File: config.mk
export PLATFORM = sky130hd
export DESIGN_NAME = idma_desc64_reshaper_mc
export DESIGN_NICKNAME = d
export VERILOG_FILES = /design/src/rtl/idma_desc64_reshaper_mc.sv
export SDC_FILE = /design/constraint.sdc
export NUM_CORES = 1
export LEC_CHECK = 0
export BUFFER_PORTS_ARGS = -buffer_cell sky130_fd_sc_hd__buf_4
export CORE_AREA = 2 2 315 317
export DETAILED_ROUTE_END_ITERATION = 10
export DIE_AREA = 0 0 317 319
export HOLD_SLACK_MARGIN = 0.02
export PLACE_DENSITY = 0.68
export REMOVE_ABC_BUFFERS = 1
export SYNTH_ARGS = -nofsm -noshare
export SYNTH_HDL_FRONTEND = slang
export SYNTH_SLANG_ARGS = --single-unit
File: constraint.sdc
create_clock -name clk_i -period 12.2 [get_ports clk_i]
set_clock_uncertainty 0.15 [all_clocks]
set_input_delay 2.44 -clock clk_i [delete_from_list [all_inputs] [get_ports clk_i]]
set_output_delay 2.44 -clock clk_i [all_outputs]
set_load 0.005 [all_outputs]
File: src/rtl/idma_desc64_reshaper_mc.sv
// idma_desc64_reshaper_mc: multi-channel desc64 -> iDMA backend request reshaper.
// Round-robin arbitration over NumChannels descriptor inputs; reshaped
// requests with next-pointer/IRQ/channel sideband are buffered in a FIFO.
// Optional feature macro: IDMA_DESC64_RESHAPER_DROP_ZERO_LEN_EN
//   (zero-length descriptors without IRQ are consumed but not buffered).

package idma_desc64_reshaper_mc_pkg;
  typedef logic [63:0] addr_t;

  typedef struct packed {
    logic [1:0] burst;
    logic [3:0] cache;
    logic       lock;
    logic [2:0] prot;
    logic [3:0] qos;
    logic [3:0] region;
  } axi_opt_t;

  typedef struct packed {
    logic       decouple_aw;
    logic       decouple_rw;
    logic [2:0] src_max_llen;
    logic [2:0] dst_max_llen;
    logic       src_reduce_len;
    logic       dst_reduce_len;
  } backend_opt_t;

  typedef struct packed {
    logic [2:0]   src_protocol;
    logic [2:0]   dst_protocol;
    logic [7:0]   axi_id;
    axi_opt_t     src;
    axi_opt_t     dst;
    backend_opt_t beo;
    logic         last;
  } opt_t;

  typedef struct packed {
    logic [31:0] length;
    addr_t       src_addr;
    addr_t       dst_addr;
    opt_t        opt;
  } idma_req_t;

  typedef struct packed {
    logic [31:0] flags;
    logic [31:0] length;
    addr_t       next;
    addr_t       src_addr;
    addr_t       dest_addr;
  } descriptor_t;
endpackage

module idma_desc64_reshaper_mc #(
  parameter int unsigned NumChannels  = 2,
  parameter int unsigned FifoDepth    = 4,
  parameter type         idma_req_t   = idma_desc64_reshaper_mc_pkg::idma_req_t,
  parameter type         addr_t       = idma_desc64_reshaper_mc_pkg::addr_t,
  parameter type         descriptor_t = idma_desc64_reshaper_mc_pkg::descriptor_t,
  localparam int unsigned ChanW = (NumChannels > 1) ? $clog2(NumChannels) : 1,
  localparam int unsigned PtrW  = $clog2(FifoDepth),
  localparam int unsigned FillW = PtrW + 1
) (
  input  logic                               clk_i,
  input  logic                               rst_i,
  input  descriptor_t [NumChannels-1:0]      desc_i,
  input  logic        [NumChannels-1:0]      desc_valid_i,
  output logic        [NumChannels-1:0]      desc_ready_o,
  output idma_req_t                          idma_req_o,
  output addr_t                              next_addr_o,
  output logic                               do_irq_o,
  output logic        [ChanW-1:0]            chan_o,
  output logic                               req_valid_o,
  input  logic                               req_ready_i,
  output logic        [FillW-1:0]            fill_o
);

  logic [ChanW-1:0] r_rr_ptr;
  logic [PtrW-1:0]  r_wptr;
  logic [PtrW-1:0]  r_rptr;
  logic [FillW-1:0] r_fill;

  idma_req_t        r_mem_req  [FifoDepth];
  addr_t            r_mem_next [FifoDepth];
  logic             r_mem_irq  [FifoDepth];
  logic [ChanW-1:0] r_mem_chan [FifoDepth];

  logic             w_full;
  logic             w_empty;
  logic             w_grant_vld;
  logic [ChanW-1:0] w_grant_idx;
  logic [ChanW-1:0] w_cand;
  descriptor_t      w_sel_desc;
  idma_req_t        w_req;
  logic             w_drop;
  logic             w_push;
  logic             w_pop;
  logic             w_unused;

  assign w_full  = (r_fill == FillW'(FifoDepth));
  assign w_empty = (r_fill == '0);

  // Round-robin search: first valid channel at or after the pointer, wrapping.
  // Reset is folded in so no handshake can complete while rst_i is high.
  always_comb begin
    w_grant_vld = 1'b0;
    w_grant_idx = '0;
    w_cand      = '0;
    if (!rst_i && !w_full) begin
      for (int unsigned i = 0; i < NumChannels; i++) begin
        w_cand = ChanW'((32'(r_rr_ptr) + i) % NumChannels);
        if (!w_grant_vld && desc_valid_i[w_cand]) begin
          w_grant_vld = 1'b1;
          w_grant_idx = w_cand;
        end
      end
    end
  end

  // One-hot ready on the granted channel only.
  always_comb begin
    desc_ready_o = '0;
    if (w_grant_vld) desc_ready_o[w_grant_idx] = 1'b1;
  end

  assign w_sel_desc = desc_i[w_grant_idx];
  assign w_unused   = ^w_sel_desc.flags[31:30];

  // Field-by-field reshape of the granted descriptor into a backend request.
  always_comb begin
    w_req                        = '0;
    w_req.length                 = w_sel_desc.length;
    w_req.src_addr               = w_sel_desc.src_addr;
    w_req.dst_addr               = w_sel_desc.dest_addr;
    w_req.opt.axi_id             = w_sel_desc.flags[23:16];
    w_req.opt.src.burst          = w_sel_desc.flags[2:1];
    w_req.opt.dst.burst          = w_sel_desc.flags[4:3];
    w_req.opt.src.cache          = w_sel_desc.flags[11:8];
    w_req.opt.dst.cache          = w_sel_desc.flags[15:12];
    w_req.opt.beo.decouple_rw    = w_sel_desc.flags[5];
    w_req.opt.beo.decouple_aw    = w_sel_desc.flags[6];
    w_req.opt.beo.src_reduce_len = w_sel_desc.flags[7];
    w_req.opt.beo.dst_reduce_len = w_sel_desc.flags[7];
    w_req.opt.src_protocol       = w_sel_desc.flags[26:24];
    w_req.opt.dst_protocol       = w_sel_desc.flags[29:27];
  end

`ifdef IDMA_DESC64_RESHAPER_DROP_ZERO_LEN_EN
  assign w_drop = (w_sel_desc.length == '0) && !w_sel_desc.flags[0];
`else
  assign w_drop = 1'b0;
`endif

  assign w_push = w_grant_vld && !w_drop;
  assign w_pop  = !w_empty && req_ready_i;

  // FIFO payload storage; contents are qualified by r_fill so no reset needed.
  always_ff @(posedge clk_i) begin
    if (w_push) begin
      r_mem_req[r_wptr]  <= w_req;
      r_mem_next[r_wptr] <= w_sel_desc.next;
      r_mem_irq[r_wptr]  <= w_sel_desc.flags[0];
      r_mem_chan[r_wptr] <= w_grant_idx;
    end
  end

  // FIFO pointers, occupancy and round-robin pointer.
  always_ff @(posedge clk_i) begin
    if (rst_i) begin
      r_wptr   <= '0;
      r_rptr   <= '0;
      r_fill   <= '0;
      r_rr_ptr <= '0;
    end else begin
      if (w_push) r_wptr <= r_wptr + 1'b1;
      if (w_pop)  r_rptr <= r_rptr + 1'b1;
      case ({w_push, w_pop})
        2'b10:   r_fill <= r_fill + 1'b1;
        2'b01:   r_fill <= r_fill - 1'b1;
        default: r_fill <= r_fill;
      endcase
      if (w_grant_vld) begin
        r_rr_ptr <= (w_grant_idx == ChanW'(NumChannels - 1)) ? '0 : w_grant_idx + 1'b1;
      end
    end
  end

  assign req_valid_o = !w_empty;
  assign idma_req_o  = w_empty ? '0 : r_mem_req[r_rptr];
  assign next_addr_o = w_empty ? '0 : r_mem_next[r_rptr];
  assign do_irq_o    = w_empty ? 1'b0 : r_mem_irq[r_rptr];
  assign chan_o      = w_empty ? '0 : r_mem_chan[r_rptr];
  assign fill_o      = r_fill;

endmodule

== Word level (Yosys, flattened, before mapping) ==
Memories as Yosys holds them, arrays and structs flattened. A register that Yosys moved wholly into a read port is not among the register bits.
Cells that the tools add are included.
Widths: inputs -> output; s select.

* Memories: 4
* Register bits: 8
* Logic and storage cells: 63
* Bits of input ports: 517
* Output and inout port bits: 293
* Bits in writable memories: 1024

{| class="wikitable"
|+ Memories
! memory !! depth !! bits a word !! read ports !! clocked after memory_dff !! wr ports !! line !! RTL
|-
| r_mem_req || 4 || 190 || 1 || 1 || 1 || 83 || <nowiki>idma_req_t r_mem_req [FifoDepth];</nowiki>
|-
| r_mem_next || 4 || 64 || 1 || 1 || 1 || 84 || <nowiki>addr_t r_mem_next [FifoDepth];</nowiki>
|-
| r_mem_chan || 4 || 1 || 1 || 1 || 1 || 86 || <nowiki>logic [ChanW-1:0] r_mem_chan [FifoDepth];</nowiki>
|-
| r_mem_irq || 4 || 1 || 1 || 1 || 1 || 85 || <nowiki>logic r_mem_irq [FifoDepth];</nowiki>
|}

* Reduce and logical (&&, ||, !) cells: 10
* Mux-type cells: 32
* Add/sub/neg operators: 6
* Eq/ne operators: 3
* Order comparisons: 4

{| class="wikitable"
|+ Operator list
! operator !! count
|-
| $mux 254 || 2
|-
| $mux 221 || 1
|-
| $mux 64 || 1
|-
| $mux 2 || 9
|-
| $mux 1 || 17
|-
| $lt 1x2->1 const B || 3
|-
| $pmux 3 s2 || 1
|-
| $add 2x1->2 const B || 2
|-
| $logic_and 1x1->1 || 4
|-
| $logic_not 1->1 || 4
|-
| $add 3x1->3 const B || 1
|-
| $eq 3x3->1 const B || 1
|-
| $logic_not 3->1 || 1
|-
| $sub 3x1->3 const B || 1
|-
| $add 1x1->1 const B || 2
|-
| $eq 2x1->1 const B || 1
|-
| $eq 2x2->1 const B || 1
|-
| $reduce_bool 2->1 || 1
|-
| $demux 1 s1 || 1
|-
| $ge 1x1->1 const B || 1
|}

== Logic depth before layout (Yosys ltp) ==
Gate-level depths: netlist (run 1).

* Depth after elaboration: 13
* Mapped depth: 9
* Mapped depth without buffers: 8

== Worst setup path after synthesis (run 1) ==
OpenSTA, ideal clock, no wires.

* Kind: input to register
* Start point: input port rst_i
* End point: memory r_mem_chan[0] (netlist name), enable pin
* Slack: 2.627 ns
* Setup time: 0.649 ns
* Buffers on the path: 1
* Arrival time: 8.774 ns
* Cell stages on the path: 3
* Data required time: 11.401 ns
* Cell sequence: clkbuf_1 > o21ba_2 > and3_1

* Word-level cells in the longest chain between the ends: 5

{| class="wikitable"
|+ RTL lines
! what !! line !! RTL
|-
| start: declaration || 65 || <nowiki>input logic rst_i,</nowiki>
|-
| $logic_not 1->1 || 109 || <nowiki>if (!rst_i && !w_full) begin</nowiki>
|-
| $logic_and 1x1->1 || 109 ||
|-
| $mux 1 || 109 ||
|-
| $mux 1 || 159 || <nowiki>if (w_push) begin</nowiki>
|-
| $mux 1 (implied by the code) || 163 || <nowiki>r_mem_chan[r_wptr] <= w_grant_idx;</nowiki>
|-
| end: declaration || 86 ||
|}

Every way passes these cells.

== Worst setup path in the final report (run 1) ==
* Start point: input port rst_i
* End point: output port desc_ready_o[0]

* Word-level cells in the longest chain between the ends: 8
* Elaborated cells on any way between the ends: 10
* Those cells by class: order compare (2); mux (5); reduce/logical (3)

{| class="wikitable"
|+ RTL lines
! what !! line !! RTL
|-
| $logic_not 1->1 * || 109 ||
|-
| $logic_and 1x1->1 * || 109 ||
|-
| $mux 1 || 109 ||
|-
| $lt 1x2->1 (implied by the code) / $ge 1x1->1 (equally long branches) || 123 || <nowiki>if (w_grant_vld) desc_ready_o[w_grant_idx] = 1'b1;</nowiki>
|-
| $logic_and 1x1->1 (implied by the code) || 123 ||
|-
| $mux 1 (implied by the code) || 123 ||
|-
| $demux 1 s1 || 123 ||
|-
| $mux 2 * || 123 ||
|-
| end: declaration || 68 || <nowiki>output logic [NumChannels-1:0] desc_ready_o,</nowiki>
|}

Every way passes the cells marked *; elsewhere a longest branch is shown, timed or not.

==> impl_metrics.ini, run 1 <==
[grt]
grt.overflow.total = 0
gr-usage-all-layers = 0.1763
antenna_found_initial = 3
grt_pass1_vias = 22555
grt_pass1_wl_um = 134100
grt_max_degree = 136

[pwr]
switching_share = 0.2710
pwr-share-clk = 0.293
power.share.sequential = 0.414
vdd_drop_max_mv = 0.2438
p_int_uw = 7832
leakage_uw = 0.01825
p_sw_uw = 2911
finalPower_uw = 10740
combPwrFrac = 0.293
powerDensity_nw_per_um2 = 204.2

[yosys]
synth_edf_count = 1020
synth_cell_types = 32
synthCells = 1995
yosysTopAreaCellShare = 0.7264
ys_top_cells_by_area = edfxtp_1 73%, mux4_2 14%, mux2_2 3.9%
synth_area_um2 = 42170
yosys_warnings = 0
postSynthAreaPerCell_um2 = 21.14
ys_seq_area_frac = 0.7311
synthArstFlopShare = 0
yosys-top-cells-count = 1020 x edfxtp_1, 256 x and2_1, 255 x mux4_2
synth_ff_type = edfxtp_1
ys_ff_latch = 1030
synth_area_leader_cell = edfxtp_1
post-synth-top-count-cell = edfxtp_1

[flow_run]
max_cap_violations = 0

[critical_path]
crit_path_start_kind = primary input
cp_max_fo = 10
cp-end-kind = primary output
cp.arrival_ps = 3390
path_buf_inv = 2
path_common_cell = buf_4
r2r_setup_slack_ps = 8440
cp.required_ps = 9610
crit_cells = 5
crit_type = primary input to primary output
critPathSlowestCell = o21ba_2
rr_startpoint = fill_o[0]
cp_top_family = simple AND/OR/NAND/NOR gates
cp_slowest_stage_delay_ps = 320
critPathLaunch = rst_i
path_cells = buf_4 > o21ba_2 > nand2_1 > nor2_1 > buf_4
endpoint = desc_ready_o[0]
r2r_end = r_mem_req[0][42]
r2r_cells = 4

[timing]
fin_crit_sh = 0.4903
drv_slew = 0
relSlewSlack = 0.2619
period_needed_ps = 5981
tightest_slew_ps = 1107
max_freq_mhz = 167.2
rsz0062_at_grt = false
setup_violations = 0
fin_tns_setup_ps = 0
finalHoldViolCount = 0

[route]
viasPerCell = 5.202
wl_per_cell_um = 22.10
dr.pass1.iters = 5
drc_errors = 0
drtIter0Drc = 1445
drt_wl_total_um = 91720
antenna_left = 0
vias = 21587

[worst_hold_path]
holdPathStages = 2
hp-class = register to register

[status]
outcome = finished clean

[placement]
io_buffers = 774
dpl.cell_count = 3960
postPlaceCellArea_um2 = 49220
dp_hpwl_um = 57430
globalplace.congestion = 0.7787

[clocking]
ctsResizeCount = 0
cts_tree = yes
cts_hold_buf = 0
clkLatencyLatePin_ps = 680
cts_setup_buffers = 0
cts_buffers = 102
cts_sinks = 1030
clk_transition_reported_paths_ps = 60
max-clock-path-buffers = 3
cts-root-buf = clkbuf_16
htree_levels = 3

[die]
rows = 115
die_w_um = 317
fp.dieH_um = 319
initial_core_util = 0.4316
io_pins = 810
dieArea_um2 = 101100
core_area_um2 = 97700

[finish]
fin_nets = 3300
layout-drive-gt1-share = 0.4738
fin_cells = 4150
final_area_um2 = 52620
final_util = 0.5386
syn2layout_area_growth_pct = 24.79
## metrics by stage
| stage | worst slack [ps] | hold slack, ps |
|---|---|---|
| CTS | 6077 | 368.9 |
| detailed placement | 6167 | 361.8 |
| global route | 5988 | 401.2 |
| global placement | 6208 | 334.0 |
| floorplan | -7198 | 312.7 |
| finish | 6219 | 377.1 |
## state kept, by name, indices dropped and copies added (netlist names), named ones only
signal and cells:
r_mem_req 756, r_mem_next 256, r_mem_chan 4, r_mem_irq 4
fill_o 3, r_rptr 2, r_wptr 2, r_rr_ptr 1
## placed cells by master, fill, tap and decap left out, types with 2 or more instances in the layout
cell / n
bufinv_16: 14
clkinvlp_4: 6
mux4_2: 255
o211ai_1: 2
clkbuf_16: 103
buf_4: 789
o21ai_0: 5
mux2_2: 146
clkinv_4: 2
dfxtp_4: 2
buf_12: 7
inv_16: 3
nor2_1: 7
a21oi_1: 3
and3_4: 4
and2_1: 256
inv_6: 3
xor2_1: 3
dfxtp_1: 8
nor2b_1: 2
edfxtp_1: 1020
inv_1: 7
clkbuf_1: 25
nand2_1: 2
mux2_1: 108
clkinv_2: 15
ha_1: 5
clkinv_1: 16
conb_1: 31
## tightest hold or removal path, cell delays in order, from the launching register on
cell and delay, ps:
dfxtp_1 310, a21oi_1 110, a211oi_1 50
## area by class of cell
| type | count | area (um^2) |
|---|---|---|
| Timing Repair Buffer | 796 | 6063 |
| Fill cell | 7523 | 45080 |
| Sequential cell | 1030 | 30840 |
| Clock buffer | 128 | 2671 |
| Multi-Input combinational cell | 840 | 10680 |
| Antenna cell | 1 | 2.502 |
| Inverter | 7 | 26.28 |
| Clock inverter | 61 | 732.0 |
| Tap cell | 1287 | 1610 |
## power groups by stage
stage	clock network (uW)	logic [uW]	registers, uW
floorplan	0	1900	4750
global placement	0	3200	4500
detailed placement	0	3220	4530
CTS	3230	3230	4460
global route	3360	3400	4480
finish	3150	3140	4450
## logic make-up (layout without fill, tap and decap cells)
kind of cell	Yosys count	count (layout)	synth area share
flip-flops	1030	1030	0.7311
XOR/XNOR	3	3	0.0006232
other	1	32	0.00008893
AO/OA/AOI/OAI	13	13	0.001928
multiplexers	509	509	0.2040
buffers and inverters	155	992	0.01911
AND/OR/NAND/NOR	278	278	0.04115
adder cells (fa/ha/maj)	6	6	0.001958
## worst min-delay path by stage
stage	startpoint	endpoint
after global placement	r_rptr[0]	r_rptr[0]
after global routing	r_rr_ptr	r_rr_ptr
after CTS	r_rptr[0]	register
after floorplan	r_rptr[0]	register
after detailed placement	r_rptr[0]	register
final	r_rr_ptr	r_rr_ptr
## per-layer routing
metal / vias up / track usage / wire (um)
met2: 734 / 0.3145 / 48750
met1: 11127 / 0.2058 / 34020
met3: 141 / 0.03973 / 6086
met5: - / 0 / 12
li1: 9583 / - / -
met4: 2 / 0.06688 / 2851
No activity file was read; power rests on OpenSTA's default activity.
==> run 2: changes to the inputs <==
- CORE_AREA: 2 2 315 317 -> 2 2 312 314
- DIE_AREA: 0 0 317 319 -> 0 0 314 316
- PLACE_DENSITY: 0.68 -> 0.71
- clock period: 12.2 -> 5.5 ns (I/O delays scaled with it)
==> impl_metrics.ini, run 2 (synthesis results as in run 1) <==
[status]
outcome = finished clean

[timing]
tightest_slew_ps = 1059
drv_slew = 0
relSlewSlack = 0.2942
fin_tns_setup_ps = 0
max_freq_mhz = 225.3
setup_violations = 0
fin_crit_sh = 0.8071
rsz0062_at_grt = false
period_needed_ps = 4439
finalHoldViolCount = 0

[pwr]
powerDensity_nw_per_um2 = 446.8
power.share.sequential = 0.418
vdd_drop_max_mv = 0.6869
combPwrFrac = 0.297
leakage_uw = 0.01843
switching_share = 0.2701
pwr-share-clk = 0.284
p_int_uw = 17250
p_sw_uw = 6382

[die]
rows = 114
core_area_um2 = 95990
io_pins = 810
die_w_um = 314
fp.dieH_um = 316
initial_core_util = 0.4393
dieArea_um2 = 99220

[route]
dr.pass1.iters = 5
drtIter0Drc = 1768
wl_per_cell_um = 22.33
viasPerCell = 5.218
drc_errors = 0
drt_wl_total_um = 93210
vias = 21784
antenna_left = 0

[grt]
gr-usage-all-layers = 0.1839
grt_max_degree = 141
grt_pass1_wl_um = 137500
antenna_found_initial = 1
grt.overflow.total = 0
grt_pass1_vias = 23402

[clocking]
cts_buffers = 100
cts_sinks = 1030
clk_transition_reported_paths_ps = 60
cts-root-buf = clkbuf_16
cts_tree = yes
max-clock-path-buffers = 3
ctsResizeCount = 0
htree_levels = 3
cts_setup_buffers = 0
cts_hold_buf = 0
clkLatencyLatePin_ps = 660

[placement]
globalplace.congestion = 0.8096
dp_hpwl_um = 60610
postPlaceCellArea_um2 = 49630
io_buffers = 774

[flow_run]
max_cap_violations = 0

[finish]
largest_register_ff_count = 756
syn2layout_area_growth_pct = 25.42
final_cell_mix = 1020 x edfxtp_1, 817 x buf_4, 256 x and2_1
final_util = 0.5509
layout-drive-gt1-share = 0.4807
fin_nets = 3337
top_register = r_mem_req
final_common_cell = edfxtp_1
top_regs = r_mem_req (756), r_mem_next (256)
final_area_um2 = 52890
fill_cells = 7298

[critical_path]
r2r_end = r_mem_req[2][44]
rr_startpoint = fill_o[2]
r2r_cells = 5
crit_path_start_kind = register
cp.arrival_ps = 3190
cp.required_ps = 4250
r2r_setup_slack_ps = 2760
cp-end-kind = primary output
cp_max_fo = 38
crit_type = register to primary output
endpoint = idma_req_o[63]

[worst_hold_path]
hp-class = register to register
[run 2: cell types whose count changed in the layout (fill, tap and decap cells not counted), moves of 2 or more]
| cell | before | now |
|---|---|---|
| bufinv_16 | 14 | 10 |
| clkbuf_8 | 0 | 2 |
| clkinv_2 | 15 | 19 |
| buf_4 | 789 | 817 |
| inv_6 | 3 | 5 |
| buf_12 | 7 | 18 |
| clkinvlp_4 | 6 | 4 |
| inv_16 | 3 | 0 |
[run 2: how the worst min path moves through the flow]
stage,startpoint,to,cells after the start
finish,r_rptr[0],r_rptr[0],2
global route,r_rptr[0],register,2
CTS,r_rptr[0],r_rptr[0],2
detailed placement,r_rptr[0],r_rptr[0],2
global placement,r_rptr[0],r_rptr[0],2
floorplan,r_rptr[0],register,2
[run 2: per-layer routing]
layer,wire length [um],vias up,track usage
li1,-,9669,-
met4,2703,0,0.06894
met1,35110,11166,0.2227
met2,49770,813,0.3285
met5,0,-,0
met3,5632,136,0.03371
[run 2: critical path: stages (launching register included)]
cell	delay (ps)
dfxtp_4	930
buf_4	600
mux4_2	620
and2_1	190
buf_4	130
[run 2: through the flow]
step	total power (uW)	std cells	setup WS (ps)	hold slack, ps
floorplan	14050	1877	-12560	312.7
global placement	17110	3988	1688	339.2
detailed placement	17250	3988	1665	346.5
CTS	24020	4174	892.8	355.8
global route	24740	4174	834.2	394.2
finish	23630	4175	1061	356.0
[run 2: cell type report]
class	instances	area (um^2)	share of cell area
sequential	1030	30840	0.5831
inverter	7	26.28	0.0004968
timing repair buffer	835	6494	0.1228
antenna	1	2.502	0.00004732
clock buffer	128	2670	0.05049
tap	1276	1597	0.03019
clock inverter	58	581.8	0.01100
multi-input combinational	840	10680	0.2019
[run 2: power groups by stage]
stage          logic (uW)  clock network (uW)  registers [uW]
2_1_floorplan        3640                   0           10400
3_3_place_gp         7110                   0           10000
3_5_place_dp         7190                   0           10100
4_1_cts              7230                6900            9900
5_1_grt              7600                7190            9960
6_report             7020                6720            9890
